`src/rtl/axis_rr_arbiter_if.sv`:
```
// Stream bundle around axis_rr_arbiter: n_in producer streams in, one merged stream out.
// The arbiter takes the slave view; producers and the sink together take the master view.
interface axis_rr_arbiter_if #(
   parameter int n_in = 4,
   parameter int nb   = 40,
   parameter int idw  = $clog2(n_in)
);
   logic [n_in*nb-1:0] in_tdata;
   logic [n_in-1:0]    in_tvalid;
   logic [n_in-1:0]    in_tlast;
   logic [n_in-1:0]    in_tready;
   logic [nb-1:0]      out_tdata;
   logic               out_tlast;
   logic [idw-1:0]     out_tid;
   logic               out_tvalid;
   logic               out_tready;

   modport slave (
      input  in_tdata, in_tvalid, in_tlast, out_tready,
      output in_tready, out_tdata, out_tlast, out_tid, out_tvalid
   );

   modport master (
      output in_tdata, in_tvalid, in_tlast, out_tready,
      input  in_tready, out_tdata, out_tlast, out_tid, out_tvalid
   );
endinterface

```
`src/rtl/axis_rr_arbiter.sv`:
```
// Packet-locked round-robin merge of n_in AXI-Stream sources into one sink.
// Output is fed from a two-entry skid stage so every ready/valid output is a flop.
module axis_rr_arbiter #(
   parameter int n_in = 4,
   parameter int n    = 5,
   parameter int nb   = n*8,
   parameter int idw  = $clog2(n_in)
) (
   input logic              aclk,
   input logic              aresetn,
   axis_rr_arbiter_if.slave bus
);
   localparam logic [0:0]     IDLE     = 1'b0;
   localparam logic [0:0]     LOCK     = 1'b1;
   localparam logic [idw-1:0] LAST_RST = idw'(n_in - 1);

   typedef struct packed {
      logic [nb-1:0]  data;
      logic           last;
      logic [idw-1:0] tid;
   } beat_t;

   logic [0:0]      state_q, state_d;
   logic [idw-1:0]  g_q, g_d;
   logic [idw-1:0]  last_q, last_d;
   logic [n_in-1:0] in_tready_q, in_tready_d;
   logic [1:0]      count_q, count_d;
   logic            valid_q, valid_d;
   beat_t           head_q, head_d;
   beat_t           tail_q, tail_d;

   logic            found;
   logic [idw-1:0]  pick;
   logic [idw-1:0]  cand;
   logic            push;
   logic            pop;
   beat_t           in_beat;

   // Search last+1, last+2, ... with wrap; the first requester found wins.
   always_comb begin
      // NOTE: every always_comb output gets a default first so no path leaves it unassigned (no latch).
      found = 1'b0;
      pick  = last_q;
      cand  = last_q;
      for (int i = 1; i <= n_in; i++) begin
         cand = idw'((int'(last_q) + i) % n_in);
         if (!found && bus.in_tvalid[cand]) begin
            found = 1'b1;
            pick  = cand;
         end
      end
   end

   always_comb begin
      in_beat      = '0;
      in_beat.last = bus.in_tlast[g_q];
      in_beat.tid  = g_q;
      for (int k = 0; k < n_in; k++) begin
         if (g_q == idw'(k)) in_beat.data = bus.in_tdata[k*nb +: nb];
      end
   end

   assign push = (state_q == LOCK) & bus.in_tvalid[g_q] & in_tready_q[g_q];
   assign pop  = valid_q & bus.out_tready;

   // Shift-style skid stage: head always drives the output, tail only holds the overflow beat.
   always_comb begin
      head_d  = head_q;
      tail_d  = tail_q;
      count_d = count_q;
      case (count_q)
         2'd0: begin
            if (push) begin
               head_d  = in_beat;
               count_d = 2'd1;
            end
         end
         2'd1: begin
            if (push && pop) begin
               head_d = in_beat;
            end else if (push) begin
               tail_d  = in_beat;
               count_d = 2'd2;
            end else if (pop) begin
               count_d = 2'd0;
            end
         end
         default: begin
            if (pop) begin
               head_d  = tail_q;
               count_d = 2'd1;
            end
         end
      endcase
      valid_d = (count_d != 2'd0);
   end

   always_comb begin
      state_d = state_q;
      g_d     = g_q;
      last_d  = last_q;
      case (state_q)
         IDLE: begin
            if (found) begin
               state_d = LOCK;
               g_d     = pick;
               last_d  = pick;
            end
         end
         default: begin
            if (push && in_beat.last) state_d = IDLE;
         end
      endcase
      // Ready is computed from next state so the flop already reflects the new grant and fill level.
      in_tready_d = '0;
      if (state_d == LOCK && count_d != 2'd2) in_tready_d[g_d] = 1'b1;
   end

   always_ff @(posedge aclk) begin
      if (!aresetn) begin
         state_q     <= IDLE;
         g_q         <= '0;
         last_q      <= LAST_RST;
         in_tready_q <= '0;
         count_q     <= 2'd0;
         valid_q     <= 1'b0;
         // NOTE: both skid entries are reset so out_* reads zero right after reset, never stale beats.
         head_q      <= '0;
         tail_q      <= '0;
      end else begin
         // NOTE: state updates use non-blocking assignments so every flop samples pre-edge values.
         state_q     <= state_d;
         g_q         <= g_d;
         last_q      <= last_d;
         in_tready_q <= in_tready_d;
         count_q     <= count_d;
         valid_q     <= valid_d;
         head_q      <= head_d;
         tail_q      <= tail_d;
      end
   end

   assign bus.in_tready  = in_tready_q;
   assign bus.out_tvalid = valid_q;
   assign bus.out_tdata  = head_q.data;
   assign bus.out_tlast  = head_q.last;
   assign bus.out_tid    = head_q.tid;
endmodule

```
`src/flat_wrapper.sv`:
```
// flat-port wrapper written by rule: the top's interface ports become plain ports
module axis_rr_arbiter_flat 
#(
   parameter int n_in = 4,
   parameter int n    = 5,
   parameter int nb   = n*8,
   parameter int idw  = $clog2(n_in)
)
  (aclk, aresetn, bus_in_tdata, bus_in_tvalid, bus_in_tlast, bus_out_tready, bus_in_tready, bus_out_tdata, bus_out_tlast, bus_out_tid, bus_out_tvalid);
  axis_rr_arbiter_if #(.n_in(n_in), .nb(nb), .idw(idw)) bus_i ();
  input logic aclk;
  input logic aresetn;
  input wire logic [$bits(bus_i.in_tdata)-1:0] bus_in_tdata;
  input wire logic [$bits(bus_i.in_tvalid)-1:0] bus_in_tvalid;
  input wire logic [$bits(bus_i.in_tlast)-1:0] bus_in_tlast;
  input wire logic [$bits(bus_i.out_tready)-1:0] bus_out_tready;
  output wire logic [$bits(bus_i.in_tready)-1:0] bus_in_tready;
  output wire logic [$bits(bus_i.out_tdata)-1:0] bus_out_tdata;
  output wire logic [$bits(bus_i.out_tlast)-1:0] bus_out_tlast;
  output wire logic [$bits(bus_i.out_tid)-1:0] bus_out_tid;
  output wire logic [$bits(bus_i.out_tvalid)-1:0] bus_out_tvalid;
  assign bus_i.in_tdata = bus_in_tdata;
  assign bus_i.in_tvalid = bus_in_tvalid;
  assign bus_i.in_tlast = bus_in_tlast;
  assign bus_i.out_tready = bus_out_tready;
  assign bus_in_tready = bus_i.in_tready;
  assign bus_out_tdata = bus_i.out_tdata;
  assign bus_out_tlast = bus_i.out_tlast;
  assign bus_out_tid = bus_i.out_tid;
  assign bus_out_tvalid = bus_i.out_tvalid;
  axis_rr_arbiter #(.n_in(n_in), .n(n), .nb(nb), .idw(idw)) u_core (.aclk(aclk), .aresetn(aresetn), .bus(bus_i));
endmodule
```
`config.mk`:
```
export PLATFORM = sky130hd
export DESIGN_NAME = axis_rr_arbiter_flat
export DESIGN_NICKNAME = d
export VERILOG_FILES = /design/src/rtl/axis_rr_arbiter_if.sv /design/src/rtl/axis_rr_arbiter.sv /design/src/flat_wrapper.sv
export SDC_FILE = /design/constraint.sdc
export NUM_CORES = 1
export LEC_CHECK = 0
export ABC_AREA = 0
export BUFFER_PORTS_ARGS = -buffer_cell sky130_fd_sc_hd__buf_2
export CAP_MARGIN = 20
export CORE_UTILIZATION = 47
export CTS_BUF_LIST = sky130_fd_sc_hd__clkbuf_16
export CTS_CLUSTER_DIAMETER = 150
export DETAILED_ROUTE_END_ITERATION = 6
export MAX_ROUTING_LAYER = met4
export PLACE_DENSITY = 0.8
export RECOVER_POWER = 25
export REMOVE_ABC_BUFFERS = 1
export SLEW_MARGIN = 30
export SYNTH_ARGS = -nofsm -noshare
export SYNTH_HDL_FRONTEND = slang
export SYNTH_SLANG_ARGS = --single-unit
```
`constraint.sdc`:
```
create_clock -name aclk -period 5.7 [get_ports aclk]
set_input_delay 0.57 -clock aclk [delete_from_list [all_inputs] [get_ports aclk]]
set_output_delay 0.57 -clock aclk [all_outputs]
set_load 0.005 [all_outputs]
```
Word-level counts from Yosys, hierarchy flattened
Index checks and enable logic that the tools add are counted.

Multipliers: 0. Reduce and logical (&&, ||, !) cells: 18. Mux-type cells: 43. Shifts and indexed selects: 0. Bitwise gates (word level): 5. Order comparisons: 7. Eq/ne operators: 7. Add/subtract/negate cells: 4. Divide/modulo/power cells: 0.

Operators by type and width (number): $mux W40 (4); $mux W43 (3); $pmux W43 S2 (1); $mux W2 (11); $lt A2 B3 Y1 const B (6); $mux W1 (15); $bmux W1 S2 (7); $logic_and A1 B1 Y1 (7); $reduce_and A3 Y1 (2); $add A2 B1 Y2 const B (2); $add A2 B2 Y2 const B (2); $eq A2 B1 Y1 const B (2); $eq A2 B2 Y1 const B (2); $logic_not A2 Y1 (2); $ne A2 B1 Y1 const B (2); $pmux W2 S2 (1); $reduce_and A2 Y1 (2); $and A1 B1 Y1 (3); $logic_not A1 Y1 (3); $reduce_bool A3 Y1 (1); $demux W1 S2 (1); $ge A2 B1 Y1 const B (1); $ne A2 B2 Y1 const B (1); $not A1 Y1 (2); $reduce_bool A2 Y1 (1).

Memories: 0. Output and inout bits: 48. Bits in writable memories: 0. Memory bits (read-only): 0. Word-level logic and storage cells: 96. Flip-flop bits (word level): 98. Bits in latches: 0. Input bits: 171.

Logic depth before layout (Yosys ltp)
Gate-level depths: netlist of run 1.

Depth after elaboration: 19. Gate-level depth with buffers: 6. Depth with buffers taken out: 4.

Worst setup path after synthesis of run 1
Ideal clock, no wire load.

Path type: input-to-reg. Start point: in bus_in_tvalid[3]. End point: reg u_core.tail_q[34] (netlist name). Setup time: 0.075 ns. Stages on the path: 6. Arrival time: 1.842 ns. Data required time: 5.625 ns. Path buffers: 2. Path slack: 3.783 ns. Path through: and2_1 > mux4_2 > buf_2 > a21oi_4 > buf_2 > o2bb2ai_1.

Longest elaborated chain between the ends: 7.

RTL lines: from (decl) (line flat_wrapper.sv:14) `input wire logic [$bits(bus_i.in_tvalid)-1:0] bus_in_tvalid;`; $bmux W1 S2 (*) (line axis_rr_arbiter.sv:63) `assign push = (state_q == LOCK) & bus.in_tvalid[g_q] & in_tready_q[g_q];`; $mux W1 (not written as such) (*) (line axis_rr_arbiter.sv:63); $and A1 B1 Y1 (*) (2 in series) (line axis_rr_arbiter.sv:63); $logic_and A1 B1 Y1 (line axis_rr_arbiter.sv:79) `if (push && pop) begin`; $not A1 Y1 (no line); $reduce_and A3 Y1 (no line) (*); to (signal assigned) (line axis_rr_arbiter.sv:139) `tail_q <= tail_d;`; to (decl) (line axis_rr_arbiter.sv:30) `beat_t tail_q, tail_d;`.

Every way passes the cells marked *; elsewhere a longest branch is shown, timed or not. The select of a mux whose other input is x is not followed. A chain may end at the register's enable or synchronous reset.

Worst setup path after layout of run 1
Start point: reg u_core.count_q[1]. End point: reg u_core.in_tready_q[0], in the netlist u_core.bus.in_tready[0].

Longest elaborated chain between the ends: 7. Elaborated cells between the ends (all ways): 11. Those cells by class: eq/ne (2); mux (6); reduce/logical (3).

RTL lines: from (decl) (line axis_rr_arbiter.sv:27) `logic [1:0] count_q, count_d;`; from (signal assigned) (line axis_rr_arbiter.sv:136) `count_q <= count_d;`; $mux W2 (line axis_rr_arbiter.sv:84) `end else if (pop) begin`; $mux W2 (line axis_rr_arbiter.sv:81) `end else if (push) begin`; $mux W2 (line axis_rr_arbiter.sv:79); $pmux W2 S2 (*) (line axis_rr_arbiter.sv:71) `case (count_q)`; $ne A2 B2 Y1 (*) (line axis_rr_arbiter.sv:116) `if (state_d == LOCK && count_d != 2'd2) in_tready_d[g_d] = 1'b1;`; $logic_and A1 B1 Y1 (*) (line axis_rr_arbiter.sv:116); $reduce_and A2 Y1 (no line) (*); to (signal assigned) (line axis_rr_arbiter.sv:135) `in_tready_q <= in_tready_d;`; to (decl) (line axis_rr_arbiter.sv:26) `logic [n_in-1:0] in_tready_q, in_tready_d;`.

Every way passes the cells marked *; elsewhere a longest branch is shown, timed or not.

==> results of run 1 <==
-- state kept, by name, summed over array words and instances (netlist names) --
register	count
u_core.tail_q	43
u_core.bus.out_tdata	40
u_core.bus.in_tready	4
u_core.bus.out_tid	2
u_core.count_q	2
u_core.g_q	2
u_core.last_q	2
u_core.bus.out_tlast	1
u_core.bus.out_tvalid	1
u_core.state_q	1
-- power by group --
part	total, mW	internal, mW	switching, mW	leakage [nW]
registers	0.747	0.706	0.0416	0.794
clock network	0.558	0.294	0.264	0.125
logic	0.315	0.155	0.159	1.64
total	1.62	1.16	0.465	2.56
-- layout make-up --
class / instances / area [sq um] / share of cell area
Tap cell: 143 / 179 / 0.0262
Multi-Input combinational cell: 402 / 3260 / 0.476
Clock buffer: 9 / 225 / 0.0329
Clock inverter: 6 / 43.8 / 0.00640
Timing Repair Buffer: 222 / 1110 / 0.162
Inverter: 13 / 50.0 / 0.00732
Sequential cell: 98 / 1970 / 0.288
Antenna cell: 1 / 2.50 / 0.000366
-- metal layers --
layer,global-route usage,routed length (um)
met4,0.105,348
met2,0.450,8380
met1,0.337,6470
met3,0.0447,1220
met5,-,0
-- layout by cell type (no fill, tap or decap), types with 2 or more instances in the layout --
cell type                    instances
sky130_fd_sc_hd__a31oi_1            23
sky130_fd_sc_hd__mux4_2             41
sky130_fd_sc_hd__and2_1              5
sky130_fd_sc_hd__dfxtp_1            94
sky130_fd_sc_hd__nand3_1            30
sky130_fd_sc_hd__a21oi_1            53
sky130_fd_sc_hd__nor3_1              3
sky130_fd_sc_hd__o2bb2ai_1           8
sky130_fd_sc_hd__or3_1              10
sky130_fd_sc_hd__clkbuf_16           9
sky130_fd_sc_hd__nor2_1             16
sky130_fd_sc_hd__o211ai_1           34
sky130_fd_sc_hd__buf_2             187
sky130_fd_sc_hd__buf_4               2
sky130_fd_sc_hd__a211oi_1           21
sky130_fd_sc_hd__nand4_1            24
sky130_fd_sc_hd__nor4b_1             2
sky130_fd_sc_hd__inv_1              11
sky130_fd_sc_hd__a32o_1             10
sky130_fd_sc_hd__and3_1             23
sky130_fd_sc_hd__clkbuf_1           30
sky130_fd_sc_hd__dfxtp_2             2
sky130_fd_sc_hd__clkinvlp_4          3
sky130_fd_sc_hd__mux2i_1             4
sky130_fd_sc_hd__a221oi_1            8
sky130_fd_sc_hd__nand3b_1            3
sky130_fd_sc_hd__inv_2               2
sky130_fd_sc_hd__dfxtp_4             2
sky130_fd_sc_hd__o21ai_0            35
sky130_fd_sc_hd__nand2_1            19
-- stage by stage --
| stage | setup WS, ns | total power, mW |
|---|---|---|
| 3_5_place_dp | 2.50 | 1.07 |
| 6_report | 2.34 | 1.62 |
| 5_1_grt | 2.18 | 1.68 |
| 2_1_floorplan | 1.87 | 0.935 |
| 3_3_place_gp | 2.33 | 1.06 |
| 4_1_cts | 2.48 | 1.62 |
-- kinds of logic after synthesis --
| logic type | count (synthesis) | synth area share |
|---|---|---|
| compound gates | 209 | 0.256 |
| mux | 46 | 0.180 |
| simple gates | 147 | 0.151 |
| flops | 98 | 0.357 |
| buf+inv | 76 | 0.0563 |
-- synth_stat cells, types with 2 or more instances --
cell	instances	share of area
sky130_fd_sc_hd__nand3_1	30	0.027
sky130_fd_sc_hd__nor3_1	3	0.0027
sky130_fd_sc_hd__o211ai_1	34	0.046
sky130_fd_sc_hd__nand3b_1	3	0.0041
sky130_fd_sc_hd__or3_1	10	0.011
sky130_fd_sc_hd__a221oi_1	8	0.013
sky130_fd_sc_hd__nor4b_1	2	0.0032
sky130_fd_sc_hd__a31oi_1	23	0.026
sky130_fd_sc_hd__inv_1	13	0.0089
sky130_fd_sc_hd__nor2_1	17	0.012
sky130_fd_sc_hd__buf_2	10	0.0091
sky130_fd_sc_hd__clkbuf_1	42	0.029
sky130_fd_sc_hd__a21oi_1	53	0.048
sky130_fd_sc_hd__mux4_2	42	0.17
sky130_fd_sc_hd__mux2i_1	4	0.0073
sky130_fd_sc_hd__o21ai_0	35	0.032
sky130_fd_sc_hd__o2bb2ai_1	9	0.014
sky130_fd_sc_hd__dfxtp_1	98	0.36
sky130_fd_sc_hd__buf_1	9	0.0062
sky130_fd_sc_hd__nand2_1	19	0.013
sky130_fd_sc_hd__and2_1	5	0.0057
sky130_fd_sc_hd__nand4_1	24	0.027
sky130_fd_sc_hd__a32o_1	10	0.018
sky130_fd_sc_hd__nor3_2	2	0.0036
sky130_fd_sc_hd__and3_1	23	0.026
sky130_fd_sc_hd__a211oi_1	21	0.029
-- worst max-delay path by stage --
| stage | end | from | slack, ns |
|---|---|---|---|
| floorplan | u_core.bus.out_tdata[31] | u_core.g_q[0] | 1.87 |
| global placement | u_core.tail_q[5] | u_core.state_q | 2.33 |
| detailed placement | u_core.bus.in_tready[0] | u_core.count_q[1] | 2.50 |
| CTS | u_core.bus.in_tready[0] | u_core.count_q[1] | 2.48 |
| global route | u_core.bus.in_tready[0] | u_core.count_q[1] | 2.18 |
| finish | u_core.bus.in_tready[0] | u_core.count_q[1] | 2.34 |
==> results.rst, run 1 <==
.. list-table::
   :header-rows: 1

   * - Metric
     - Value
   * - Placed instance area
     - between 6000 and 7000 sq um
   * - Part of the cycle the worst path needs
     - 0.589
   * - Filler cell count in the final layout
     - just over 1000
   * - Max VDD drop
     - around 0.15 mV
   * - Warning count from the yosys run
     - 0
   * - Top cell family by delay on the critical path
     - simple AND/OR/NAND/NOR gates
   * - Max FO, Critical Path
     - 57
   * - Total negative slack
     - 0 ns
   * - Power Density
     - between 200 and 250 nW/um^2
   * - Overall via count from detail_route
     - 5689
   * - Hold Buf Count CTS
     - 0
   * - Total overflow reported by the global router
     - 0
   * - CP required
     - 5.91 ns
   * - Cells on worst reg2reg path
     - 4
   * - Min cycle time layout
     - 3.36 ns
   * - DR iter-0 viols
     - between 400 and 500
   * - Number of register bits inferred by synthesis
     - between 90 and 100
   * - Pin count of the biggest net entering global routing
     - between 60 and 70
   * - Routability congestion estimate from global placement
     - between 0.7 and 0.8
   * - Buffers added on ports
     - 218
   * - Clock buffer count from CTS
     - 9
   * - Pre-Repair DR Iteration Count
     - 5
   * - Layout cell share with drive strength beyond 1
     - 0.353
   * - Final #Nets
     - roughly 920
   * - Clock Root Buffer
     - sky130_fd_sc_hd__clkbuf_16
   * - Number of post-CTS setup repair buffers
     - 0
   * - Sort of element at the start of the critical path
     - flop
   * - Setup Viol. Count Final
     - 0
   * - Total global routing track utilization
     - 0.274
   * - Core Box Area
     - about 11000 sq um
   * - I/O pin count
     - around 220
   * - Number of hold violations in the final report
     - 0
   * - Cell area after synthesis
     - 5490 sq um
   * - Depth of the worst hold-timing path
     - 1
   * - Standard cell with the maximum stage delay on the critical path
     - sky130_fd_sc_hd__nand3_1
   * - Post-synthesis average cell area
     - approximately 9.5 sq um
   * - Delay of the slowest cell on the worst path
     - 0.92 ns
   * - Sum of net half-perimeters after detailed placement
     - ~11000 um
   * - Largest clock skew in the final design
     - 0.00544 ns
   * - Finished Layout Cells
     - 894
   * - Clock Sink Count
     - 98
   * - Max-slew violation count
     - 0
   * - Type of the worst min-delay path
     - flop to flop
   * - Initial standard-cell utilization of the core
     - 0.481
   * - Post-route antenna net violation count
     - 0
   * - Number of enable flip-flop cells after synthesis
     - 0
   * - Reg-to-reg endpoint
     - u_core.bus.in_tready[0]
   * - Max clock buf depth
     - 2
   * - Number of remaining DRC errors
     - 0
   * - Number of H-tree levels
     - 3
   * - Crit path kind
     - flop to flop
   * - Detail-routed net length per standard cell
     - approximately 18 um
   * - Leading register cell type out of synthesis
     - sky130_fd_sc_hd__dfxtp_1
   * - Final standard cell area without fillers
     - roughly 7000 sq um
   * - Outcome
     - complete, no violations
   * - Register area share after synthesis
     - 0.357
   * - Detailed-route vias per instance
     - between 6 and 7
   * - Number of antenna violations at the first check in global routing
     - 1
   * - Internal reg-to-reg setup slack
     - around 2.3 ns
   * - Logic depth of the worst path, buffers included
     - 4
   * - Via count of the first global-routing pass
     - 5215
   * - Leakage power of the design
     - between 2 and 3 nW
   * - Total wire length
     - around 16000 um
   * - Startpoint of the lowest-slack register-to-register path
     - u_core.count_q[1]
   * - Proportion of register bits with asynchronous set or reset after synthesis
     - 0
   * - Kind of end point of the critical path
     - flop
   * - Critical path arrival
     - roughly 3.6 ns
   * - Buffers and inverters on the worst path
     - 1
   * - Clock network latency to the later pin of the worst-skew pair
     - between 0.3 and 0.4 ns
   * - Final standard cell utilization of the core
     - 0.599
   * - Terminating pin of the worst hold path
     - u_core.tail_q[37]
   * - Number of standard-cell rows in the floorplan
     - 39
   * - CTS tree
     - done
   * - Slew headroom
     - 0.350
   * - Max Cap Violations
     - 0
   * - Mapped Cells
     - between 500 and 600
   * - Hold Worst Slack
     - ~0.46 ns
   * - Series of cell instances along the critical path
     - inv_2 -> nand3_1 -> o21ai_1 -> nor4bb_1
   * - Full die area
     - between 10000 and 15000 sq um
   * - Die width
     - approximately 110 um
   * - Register clock-pin slew on the reported worst setup and hold paths
     - 0.07 ns
   * - Maximum operating frequency
     - just under 300 MHz
   * - RSZ-0062 raised after global routing
     - no
   * - Area growth, synth to finish
     - 24.6%
   * - Actual slew at the worst max-slew pin
     - 0.974 ns
   * - Count of distinct cell types in the synthesized netlist
     - 53
   * - Overall die height
     - roughly 110 um
   * - Global-route wire length before repair
     - ~25000 um
   * - # placed instances
     - between 800 and 900
   * - Post-cts repair resize count
     - 0
   * - Startpoint of the lowest-slack hold path
     - u_core.tail_q[37]
(Power assumes the default switching activity.)
==> inputs of run 2 (changes only) <==
--- a/config.mk
+++ b/config.mk
@@ -5,15 +5,15 @@
 export SDC_FILE = /design/constraint.sdc
 export NUM_CORES = 1
 export LEC_CHECK = 0
-export ABC_AREA = 0
+export ABC_AREA = 1
 export BUFFER_PORTS_ARGS = -buffer_cell sky130_fd_sc_hd__buf_2
 export CAP_MARGIN = 20
-export CORE_UTILIZATION = 47
+export CORE_UTILIZATION = 44
 export CTS_BUF_LIST = sky130_fd_sc_hd__clkbuf_16
 export CTS_CLUSTER_DIAMETER = 150
 export DETAILED_ROUTE_END_ITERATION = 6
 export MAX_ROUTING_LAYER = met4
-export PLACE_DENSITY = 0.8
+export PLACE_DENSITY = 0.79
 export RECOVER_POWER = 25
 export REMOVE_ABC_BUFFERS = 1
 export SLEW_MARGIN = 30
==> constraint.sdc (replaced) <==
create_clock -name aclk -period 2.8 [get_ports aclk]
set_input_delay 0.28 -clock aclk [delete_from_list [all_inputs] [get_ports aclk]]
set_output_delay 0.28 -clock aclk [all_outputs]
set_load 0.005 [all_outputs]
==> run 2 against run 1 <==
Compared with the run above: worst hold slack got worse by 0.22 ns; via count up 7.2%; synthesized area decreased by 3.4%; the flow now finishes with violations (DRC); global-route usage shrank 1.8 points; cell count is 32% higher; largest cell class unchanged.
==> results.rst, run 2 <==
.. list-table::
   :header-rows: 1

   * - Metric
     - Value
   * - Pre-Repair DR Iteration Count
     - 7 (was 5)
   * - Switching power as a share of total power
     - 0.367 (was 0.287)
   * - Terminating pin of the worst hold path
     - u_core.tail_q[22] (was u_core.tail_q[37])
   * - Top post-synthesis cells by area
     - sky130_fd_sc_hd__dfxtp_1 (37%), sky130_fd_sc_hd__nand2_1 (25%), sky130_fd_sc_hd__a21oi_1 (8.0%), sky130_fd_sc_hd__nand3_1 (6.5%), sky130_fd_sc_hd__nor2_1 (3.8%) (was sky130_fd_sc_hd__dfxtp_1 (36%), sky130_fd_sc_hd__mux4_2 (17%), sky130_fd_sc_hd__a21oi_1 (4.8%), sky130_fd_sc_hd__o211ai_1 (4.6%), sky130_fd_sc_hd__o21ai_0 (3.2%))
   * - Buffers added on ports
     - 218 (unchanged)
   * - Number of remaining DRC errors
     - 18 (was 0)
   * - Net switching component of the power
     - 1.68 mW (was 465 uW)
   * - Reg-to-reg endpoint
     - u_core.bus.in_tready[1] (was u_core.bus.in_tready[0])
   * - Detail-routed net length per standard cell
     - 13.2 um (was 18.4 um)
   * - Routed wire length on met2
     - 7550 um (was 8380 um)
   * - Ant diodes
     - 0 (was 1)
   * - Register area share after synthesis
     - 0.370 (was 0.357)
   * - Clock group share of total power
     - 0.277 (was 0.345)
   * - Proportion of register bits with asynchronous set or reset after synthesis
     - 0 (unchanged)
   * - Leading register cell type out of synthesis
     - sky130_fd_sc_hd__dfxtp_1 (unchanged)
   * - Placed instance area
     - 6380 sq um (was 6570 sq um)
   * - Total negative slack
     - 0 ns (unchanged)
   * - Clock buffer count from CTS
     - 9 (unchanged)
   * - Sort of element at the start of the critical path
     - flop (unchanged)
   * - I/O pin count
     - 219 (unchanged)
   * - Via count of the first global-routing pass
     - 5494 (was 5215)
   * - Internal power contribution
     - 2.90 mW (was 1.16 mW)
   * - Post-route antenna net violation count
     - 0 (unchanged)
   * - Clock Root Buffer
     - sky130_fd_sc_hd__clkbuf_16 (unchanged)
   * - Leading cell types by count after synthesis
     - sky130_fd_sc_hd__nand2_1 (354), sky130_fd_sc_hd__dfxtp_1 (98), sky130_fd_sc_hd__a21oi_1 (85) (was sky130_fd_sc_hd__dfxtp_1 (98), sky130_fd_sc_hd__a21oi_1 (53), sky130_fd_sc_hd__clkbuf_1 (42), sky130_fd_sc_hd__mux4_2 (42), sky130_fd_sc_hd__o21ai_0 (35))
   * - Sequential Power Share
     - 0.357 (was 0.461)
   * - Sum of net half-perimeters after detailed placement
     - 10600 um (was 10700 um)
   * - Number of post-CTS setup repair buffers
     - 0 (unchanged)
   * - Clock Sink Count
     - 98 (unchanged)
   * - Slew headroom
     - 0.502 (was 0.350)
   * - Top-count cell post-synth
     - sky130_fd_sc_hd__nand2_1 (was sky130_fd_sc_hd__dfxtp_1)
   * - CP required
     - 3.03 ns (was 5.91 ns)
   * - Actual slew at the worst max-slew pin
     - 0.746 ns (was 0.974 ns)
   * - Number of antenna violations at the first check in global routing
     - 0 (was 1)
   * - Hold Buf Count CTS
     - 0 (unchanged)
   * - CTS tree
     - done (unchanged)
   * - Clock network latency to the later pin of the worst-skew pair
     - 0.34 ns (about the same)
   * - Initial standard-cell utilization of the core
     - 0.459 (was 0.481)
   * - Top metal layer carrying routed signals
     - met4 (unchanged)
   * - Register clock-pin slew on the reported worst setup and hold paths
     - 0.06 ns (was 0.07 ns)
   * - Mapped Cells
     - 843 (was 576)
   * - Max VDD drop
     - 0.380 mV (was 0.153 mV)
   * - Total global routing track utilization
     - 0.256 (was 0.274)
   * - Finished Layout Cells
     - 1177 (was 894)
   * - Leading cell types in the layout, fill and taps excluded
     - sky130_fd_sc_hd__nand2_1 (354), sky130_fd_sc_hd__buf_2 (197), sky130_fd_sc_hd__dfxtp_1 (97) (was sky130_fd_sc_hd__buf_2 (187), sky130_fd_sc_hd__dfxtp_1 (94), sky130_fd_sc_hd__a21oi_1 (53))
   * - Cells on worst reg2reg path
     - 10 (was 4)
   * - Power Density
     - 688 nW/um^2 (was 237 nW/um^2)
   * - Overall via count from detail_route
     - 6097 (was 5689)
   * - Total wire length
     - 15500 um (was 16400 um)
   * - Largest clock skew in the final design
     - 0.00835 ns (was 0.00544 ns)
   * - Final #Nets
     - 1201 (was 917)
   * - Min cycle time layout
     - 2.28 ns (was 3.36 ns)
   * - Max clock buf depth
     - 2 (unchanged)
   * - Total overflow reported by the global router
     - 0 (unchanged)
   * - Final standard cell utilization of the core
     - 0.576 (was 0.599)
   * - Layout cell share with drive strength beyond 1
     - 0.238 (was 0.353)
   * - Number of H-tree levels
     - 3 (unchanged)
   * - Die width
     - 112 um (was 110 um)
   * - Maximum operating frequency
     - 438 MHz (was 298 MHz)
   * - Area growth, synth to finish
     - 25.6% (was 24.6%)
   * - Area share of the leading cell type in the synthesized netlist
     - 0.370 (was 0.357)
   * - Detailed-route vias per instance
     - 5.18 (was 6.36)
   * - Global-route wire length before repair
     - 25300 um (about the same)
   * - Leakage power of the design
     - 3.10 nW (was 2.56 nW)
   * - Setup Viol. Count Final
     - 0 (unchanged)
   * - Type of the worst min-delay path
     - input pin to flop (was flop to flop)
   * - Number of enable flip-flop cells after synthesis
     - 0 (unchanged)
   * - # placed instances
     - 1162 (was 877)
   * - Max reg flops
     - 43 (unchanged)
   * - Minimum setup slack in the final design
     - 0.516 ns (was 2.34 ns)
   * - Number of standard-cell rows in the floorplan
     - 39 (unchanged)
   * - DR iter-0 viols
     - 264 (was 456)
   * - Most common cell after layout, fill and taps aside
     - sky130_fd_sc_hd__nand2_1 (was sky130_fd_sc_hd__buf_2)
   * - Kind of end point of the critical path
     - flop (unchanged)
   * - Length of routed wiring on met1
     - 6910 um (was 6470 um)
   * - Startpoint of the lowest-slack register-to-register path
     - u_core.g_q[0] (was u_core.count_q[1])
   * - Max FO, Critical Path
     - 27 (was 57)
   * - Crit path kind
     - flop to flop (unchanged)
   * - Overall die height
     - 112 um (was 110 um)
   * - Length of routed met3 wiring
     - 794 um (was 1220 um)
   * - Failing checks
     - DRC
   * - Number of hold violations in the final report
     - 0 (unchanged)
   * - Hold Worst Slack
     - 0.236 ns (was 0.460 ns)
   * - Most flops, register
     - u_core.tail_q (unchanged)
   * - Full die area
     - 12500 sq um (was 12100 sq um)
   * - Pin count of the biggest net entering global routing
     - 44 (was 65)
   * - Part of the cycle the worst path needs
     - 0.816 (was 0.589)
   * - Startpoint of the lowest-slack hold path
     - bus_in_tdata[139] (was u_core.tail_q[37])
   * - Cell area after synthesis
     - 5300 sq um (was 5490 sq um)
   * - Warning count from the yosys run
     - 0 (unchanged)
   * - Internal reg-to-reg setup slack
     - 0.52 ns (was 2.34 ns)
   * - Routability congestion estimate from global placement
     - 0.915 (was 0.778)
   * - Max-slew violation count
     - 0 (unchanged)
   * - RSZ-0062 raised after global routing
     - no (unchanged)
   * - Count of distinct cell types in the synthesized netlist
     - 26 (was 53)
   * - Tot Pwr
     - 4.58 mW (was 1.62 mW)
   * - Core Box Area
     - 11600 sq um (was 11400 sq um)
   * - Max Cap Violations
     - 0 (unchanged)
   * - Pre-CTS WS
     - 0.533 ns (was 2.50 ns)
   * - Post-synthesis average cell area
     - 6.29 sq um (was 9.53 sq um)
   * - Final standard cell area without fillers
     - 6660 sq um (was 6840 sq um)
   * - Gate power share
     - 0.367 (was 0.194)
   * - Number of register bits inferred by synthesis
     - 98 (unchanged)
   * - Outcome
     - finished with violations (was complete, no violations)
   * - Post-cts repair resize count
     - 0 (unchanged)
   * - Critical path arrival
     - 2.52 ns (was 3.56 ns)
   * - Area leader, netlist
     - sky130_fd_sc_hd__dfxtp_1 (unchanged)
   * - Depth of the worst hold-timing path
     - 3 (was 1)
-- run 2: how the worst max path moves through the flow --
stage / startpoint / end / slack [ns]
after floorplan: u_core.count_q[1] / u_core.bus.out_tdata[10] / -0.91
after CTS: u_core.g_q[0] / u_core.bus.out_tdata[4] / 0.52
after global routing: u_core.g_q[0] / u_core.bus.in_tready[1] / 0.30
after detailed placement: u_core.g_q[0] / u_core.bus.in_tready[0] / 0.53
final: u_core.g_q[0] / u_core.bus.in_tready[1] / 0.52
after global placement: u_core.g_q[0] / u_core.bus.out_tdata[4] / 0.60
-- run 2: layout make-up --
cell class | instances | area [sq um]
Clock buffer | 9 | 225
Inverter | 18 | 67.6
Clock inverter | 6 | 75.1
Tap cell | 143 | 179
Timing Repair Buffer | 235 | 1190
Sequential cell | 98 | 1960
Multi-Input combinational cell | 668 | 2960
Fill cell | 1164 | 4910
-- run 2: logic make-up after synthesis --
| group | share of synthesized area |
|---|---|
| buffers and inverters | 0.0748 |
| flip-flops | 0.370 |
| AO/OA/AOI/OAI | 0.144 |
| AND/OR/NAND/NOR | 0.411 |
-- run 2: power by group through the flow --
stage          clock network, mW  registers [mW]  logic, mW
6_report                    1.27            1.63       1.68
5_1_grt                     1.34            1.65       1.93
4_1_cts                     1.29            1.63       1.70
3_5_place_dp                   0            1.66       1.69
3_3_place_gp                   0            1.66       1.66
2_1_floorplan                  0            1.67       1.06
-- run 2: metal layers --
layer,global-route usage,vias to the layer above
met5,-,-
li1,-,3128
met2,0.448,183
met4,0.0829,0
met1,0.304,2767
met3,0.0299,19
-- run 2: worst max-delay path, stage by stage, from the launching register on --
cell and delay (ns):
sky130_fd_sc_hd__dfxtp_1 0.49, sky130_fd_sc_hd__inv_1 0.13, sky130_fd_sc_hd__nor2_4 0.34, sky130_fd_sc_hd__buf_4 0.43
sky130_fd_sc_hd__nand2_1 0.10, sky130_fd_sc_hd__nand4_1 0.20, sky130_fd_sc_hd__nand3_1 0.10, sky130_fd_sc_hd__o21ai_0 0.08
sky130_fd_sc_hd__nor2_1 0.07, sky130_fd_sc_hd__nand2_1 0.16, sky130_fd_sc_hd__nor2_1 0.06
==> inputs of run 3 (changes only) <==
--- a/config.mk
+++ b/config.mk
@@ -5,7 +5,7 @@
 export SDC_FILE = /design/constraint.sdc
 export NUM_CORES = 1
 export LEC_CHECK = 0
-export ABC_AREA = 1
+export ABC_AREA = 0
 export BUFFER_PORTS_ARGS = -buffer_cell sky130_fd_sc_hd__buf_2
 export CAP_MARGIN = 20
 export CORE_UTILIZATION = 44
==> constraint.sdc (replaced) <==
create_clock -name aclk -period 1.85 [get_ports aclk]
set_input_delay 0.185 -clock aclk [delete_from_list [all_inputs] [get_ports aclk]]
set_output_delay 0.185 -clock aclk [all_outputs]
set_load 0.005 [all_outputs]
==> run 3 against run 2 <==
Compared with the run above: the run now ends clean; worst hold slack got worse by 0.095 ns; cell count down 19%; global-route usage is 0.98 points higher; clock skew grew 0.0013 ns; register-to-register slack got worse by 0.45 ns; critical path depth fell by 5; clock-buffer cell count stayed put; die area increased by 3.5%; largest power group is now sequential cells; highest routed layer unchanged.
==> results.rst, run 3 (same netlist as run 1, synthesis figures left out) <==
.. list-table::
   :header-rows: 1

   * - Metric
     - Value
   * - Full die area
     - 12900 sq um (was 12500 sq um)
   * - Max reg flops
     - 43 (unchanged)
   * - Buffers added on ports
     - 218 (unchanged)
   * - Most flops, register
     - u_core.tail_q (unchanged)
   * - Total global routing track utilization
     - 0.266 (was 0.256)
   * - Hold Buf Count CTS
     - 0 (unchanged)
   * - Outcome
     - complete, no violations (was finished with violations)
   * - Number of standard-cell rows in the floorplan
     - 40 (was 39)
   * - Net switching component of the power
     - 1.44 mW (was 1.68 mW)
   * - Setup Viol. Count Final
     - 0 (unchanged)
   * - Die width
     - 114 um (was 112 um)
   * - Detailed-route vias per instance
     - 6.07 (was 5.18)
   * - Via count of the first global-routing pass
     - 5562 (was 5494)
   * - Global-route wire length before repair
     - 26400 um (was 25300 um)
   * - Area growth, synth to finish
     - 31.9% (was 25.6%)
   * - Part of the cycle the worst path needs
     - 0.962 (was 0.816)
   * - Pin count of the biggest net entering global routing
     - 39 (was 44)
   * - Max-slew violation count
     - 0 (unchanged)
   * - Pre-Repair DR Iteration Count
     - 6 (was 7)
   * - Hold Worst Slack
     - 0.142 ns (was 0.236 ns)
   * - Standard cell with the maximum stage delay on the critical path
     - sky130_fd_sc_hd__mux4_2 (was sky130_fd_sc_hd__dfxtp_1)
   * - Initial standard-cell utilization of the core
     - 0.453 (was 0.459)
   * - Number of H-tree levels
     - 3 (unchanged)
   * - Max VDD drop
     - 0.617 mV (was 0.380 mV)
   * - Total overflow reported by the global router
     - 0 (unchanged)
   * - Clock network latency to the later pin of the worst-skew pair
     - 0.34 ns (about the same)
   * - DR iter-0 viols
     - 415 (was 264)
   * - I/O pin count
     - 219 (unchanged)
   * - Crit path kind
     - flop to flop (unchanged)
   * - Kind of end point of the critical path
     - flop (unchanged)
   * - Power Density
     - 720 nW/um^2 (was 688 nW/um^2)
   * - Max FO, Critical Path
     - 12 (was 27)
   * - Ant diodes
     - 0 (unchanged)
   * - Clock buffer count from CTS
     - 9 (unchanged)
   * - Number of hold violations in the final report
     - 0 (unchanged)
   * - Overall die height
     - 114 um (was 112 um)
   * - Tot Pwr
     - 5.21 mW (was 4.58 mW)
   * - Leading cell types in the layout, fill and taps excluded
     - sky130_fd_sc_hd__buf_2 (215), sky130_fd_sc_hd__dfxtp_1 (92), sky130_fd_sc_hd__a21oi_1 (53) (was sky130_fd_sc_hd__nand2_1 (354), sky130_fd_sc_hd__buf_2 (197), sky130_fd_sc_hd__dfxtp_1 (97))
   * - Final standard cell utilization of the core
     - 0.598 (was 0.576)
   * - Clock Sink Count
     - 98 (unchanged)
   * - Top cell family by delay on the critical path
     - multiplexers (was simple AND/OR/NAND/NOR gates)
   * - Critical path arrival
     - 2.01 ns (was 2.52 ns)
   * - Number of remaining DRC errors
     - 0 (was 18)
   * - Max clock buf depth
     - 2 (unchanged)
   * - Maximum operating frequency
     - 562 MHz (was 438 MHz)
   * - Core Box Area
     - 12100 sq um (was 11600 sq um)
   * - Series of cell instances along the critical path
     - nand2_1 -> mux4_2 -> buf_4 -> o211a_1 -> o31a_1 (was inv_1 -> nor2_4 -> buf_4 -> nand2_1 -> nand4_1 -> nand3_1 -> o21ai_0 -> nor2_1 -> nand2_1 -> nor2_1)
   * - Internal power contribution
     - 3.78 mW (was 2.90 mW)
   * - Type of the worst min-delay path
     - input pin to flop (unchanged)
   * - Min cycle time layout
     - 1.78 ns (was 2.28 ns)
   * - Clock Root Buffer
     - sky130_fd_sc_hd__clkbuf_16 (unchanged)
   * - Total negative slack
     - 0 ns (unchanged)
   * - Max Cap Violations
     - 0 (unchanged)
   * - Post-route antenna net violation count
     - 0 (unchanged)
   * - CTS tree
     - done (unchanged)
   * - RSZ-0062 raised after global routing
     - yes (was no)
   * - Most common cell after layout, fill and taps aside
     - sky130_fd_sc_hd__buf_2 (was sky130_fd_sc_hd__nand2_1)
   * - Actual slew at the worst max-slew pin
     - 0.516 ns (was 0.746 ns)
   * - Overall via count from detail_route
     - 5800 (was 6097)
   * - Detail-routed net length per standard cell
     - 17.6 um (was 13.2 um)
   * - CP required
     - 2.08 ns (was 3.03 ns)
   * - Routability congestion estimate from global placement
     - 0.900 (was 0.915)
   * - Number of antenna violations at the first check in global routing
     - 0 (unchanged)
   * - Delay of the slowest cell on the worst path
     - 0.58 ns (was 0.49 ns)
   * - Sum of net half-perimeters after detailed placement
     - 12100 um (was 10600 um)
   * - Sort of element at the start of the critical path
     - flop (unchanged)
   * - Layout cell share with drive strength beyond 1
     - 0.424 (was 0.238)
   * - Final #Nets
     - 953 (was 1201)
   * - Largest clock skew in the final design
     - 0.00968 ns (was 0.00835 ns)
   * - Total wire length
     - 16800 um (was 15500 um)
   * - Switching power as a share of total power
     - 0.276 (was 0.367)
   * - Sequential Power Share
     - 0.428 (was 0.357)
   * - Buffers and inverters on the worst path
     - 1 (was 2)
   * - Gate power share
     - 0.214 (was 0.367)
   * - Register clock-pin slew on the reported worst setup and hold paths
     - 0.07 ns (was 0.06 ns)
   * - Leakage power of the design
     - 2.90 nW (was 3.10 nW)
   * - Clock group share of total power
     - 0.358 (was 0.277)
   * - Slew headroom
     - 0.653 (was 0.502)
==> run 3: worst reg2reg max path, stage by stage, from the launching register on <==
cell and delay, ns:
sky130_fd_sc_hd__dfxtp_1 0.36, sky130_fd_sc_hd__nand2_1 0.07, sky130_fd_sc_hd__mux4_2 0.58, sky130_fd_sc_hd__buf_4 0.23
sky130_fd_sc_hd__o211a_1 0.21, sky130_fd_sc_hd__o31a_1 0.23
==> run 3: power groups by stage <==
| stage | logic (mW) | registers, mW | clock network [mW] |
|---|---|---|---|
| floorplan | 0.540 | 2.34 | 0 |
| global placement | 1.07 | 2.27 | 0 |
| detailed placement | 1.09 | 2.28 | 0 |
| CTS | 1.10 | 2.23 | 1.89 |
| global route | 1.21 | 2.24 | 1.99 |
| finish | 1.12 | 2.23 | 1.86 |
==> run 3: layout make-up <==
type | instances | area (sq um)
Timing Repair Buffer | 258 | 1440
Inverter | 13 | 48.8
Sequential cell | 98 | 1970
Clock buffer | 9 | 225
Tap cell | 168 | 210
Clock inverter | 7 | 68.8
Multi-Input combinational cell | 402 | 3270
Fill cell | 1060 | 4870
==> run 3: metal layers <==
metal / vias to the layer above / track usage / wire length [um]
met1: 2796 / 0.322 / 6780
met2: 276 / 0.436 / 8580
met3: 25 / 0.0563 / 1160
met5: - / - / 0
li1: 2703 / - / -
met4: 0 / 0.0965 / 276
==> run 3: through the flow <==
| stage | setup WS (ns) | std cells | instance area, sq um |
|---|---|---|---|
| 5_1_grt | -0.0470 | 955 | 7240 |
| 4_1_cts | 0.0141 | 953 | 7190 |
| 6_report | 0.0703 | 955 | 7240 |
| 3_5_place_dp | 0.0364 | 937 | 6890 |
| 2_1_floorplan | -1.98 | 513 | 5230 |
| 3_3_place_gp | 0.0963 | 937 | 6890 |
==> run 3: worst paths after layout <==
kind,depth (start not counted),startpoint,slack [ns],to
min,2,aresetn,0.14,u_core.last_q[0]
min reg2reg,1,u_core.tail_q[8],0.46,u_core.tail_q[8]
max reg2reg,5,u_core.bus.in_tready[3],0.07,u_core.bus.out_tid[0]
max,5,u_core.bus.in_tready[3],0.07,u_core.bus.out_tid[0]
==> run 3: repair_timing <==
item	4_1_cts	5_1_grt
setup buffers	0	2
endpoints found under the setup margin	0	40
endpoints found under the hold margin	0	0
resized for setup	0	9
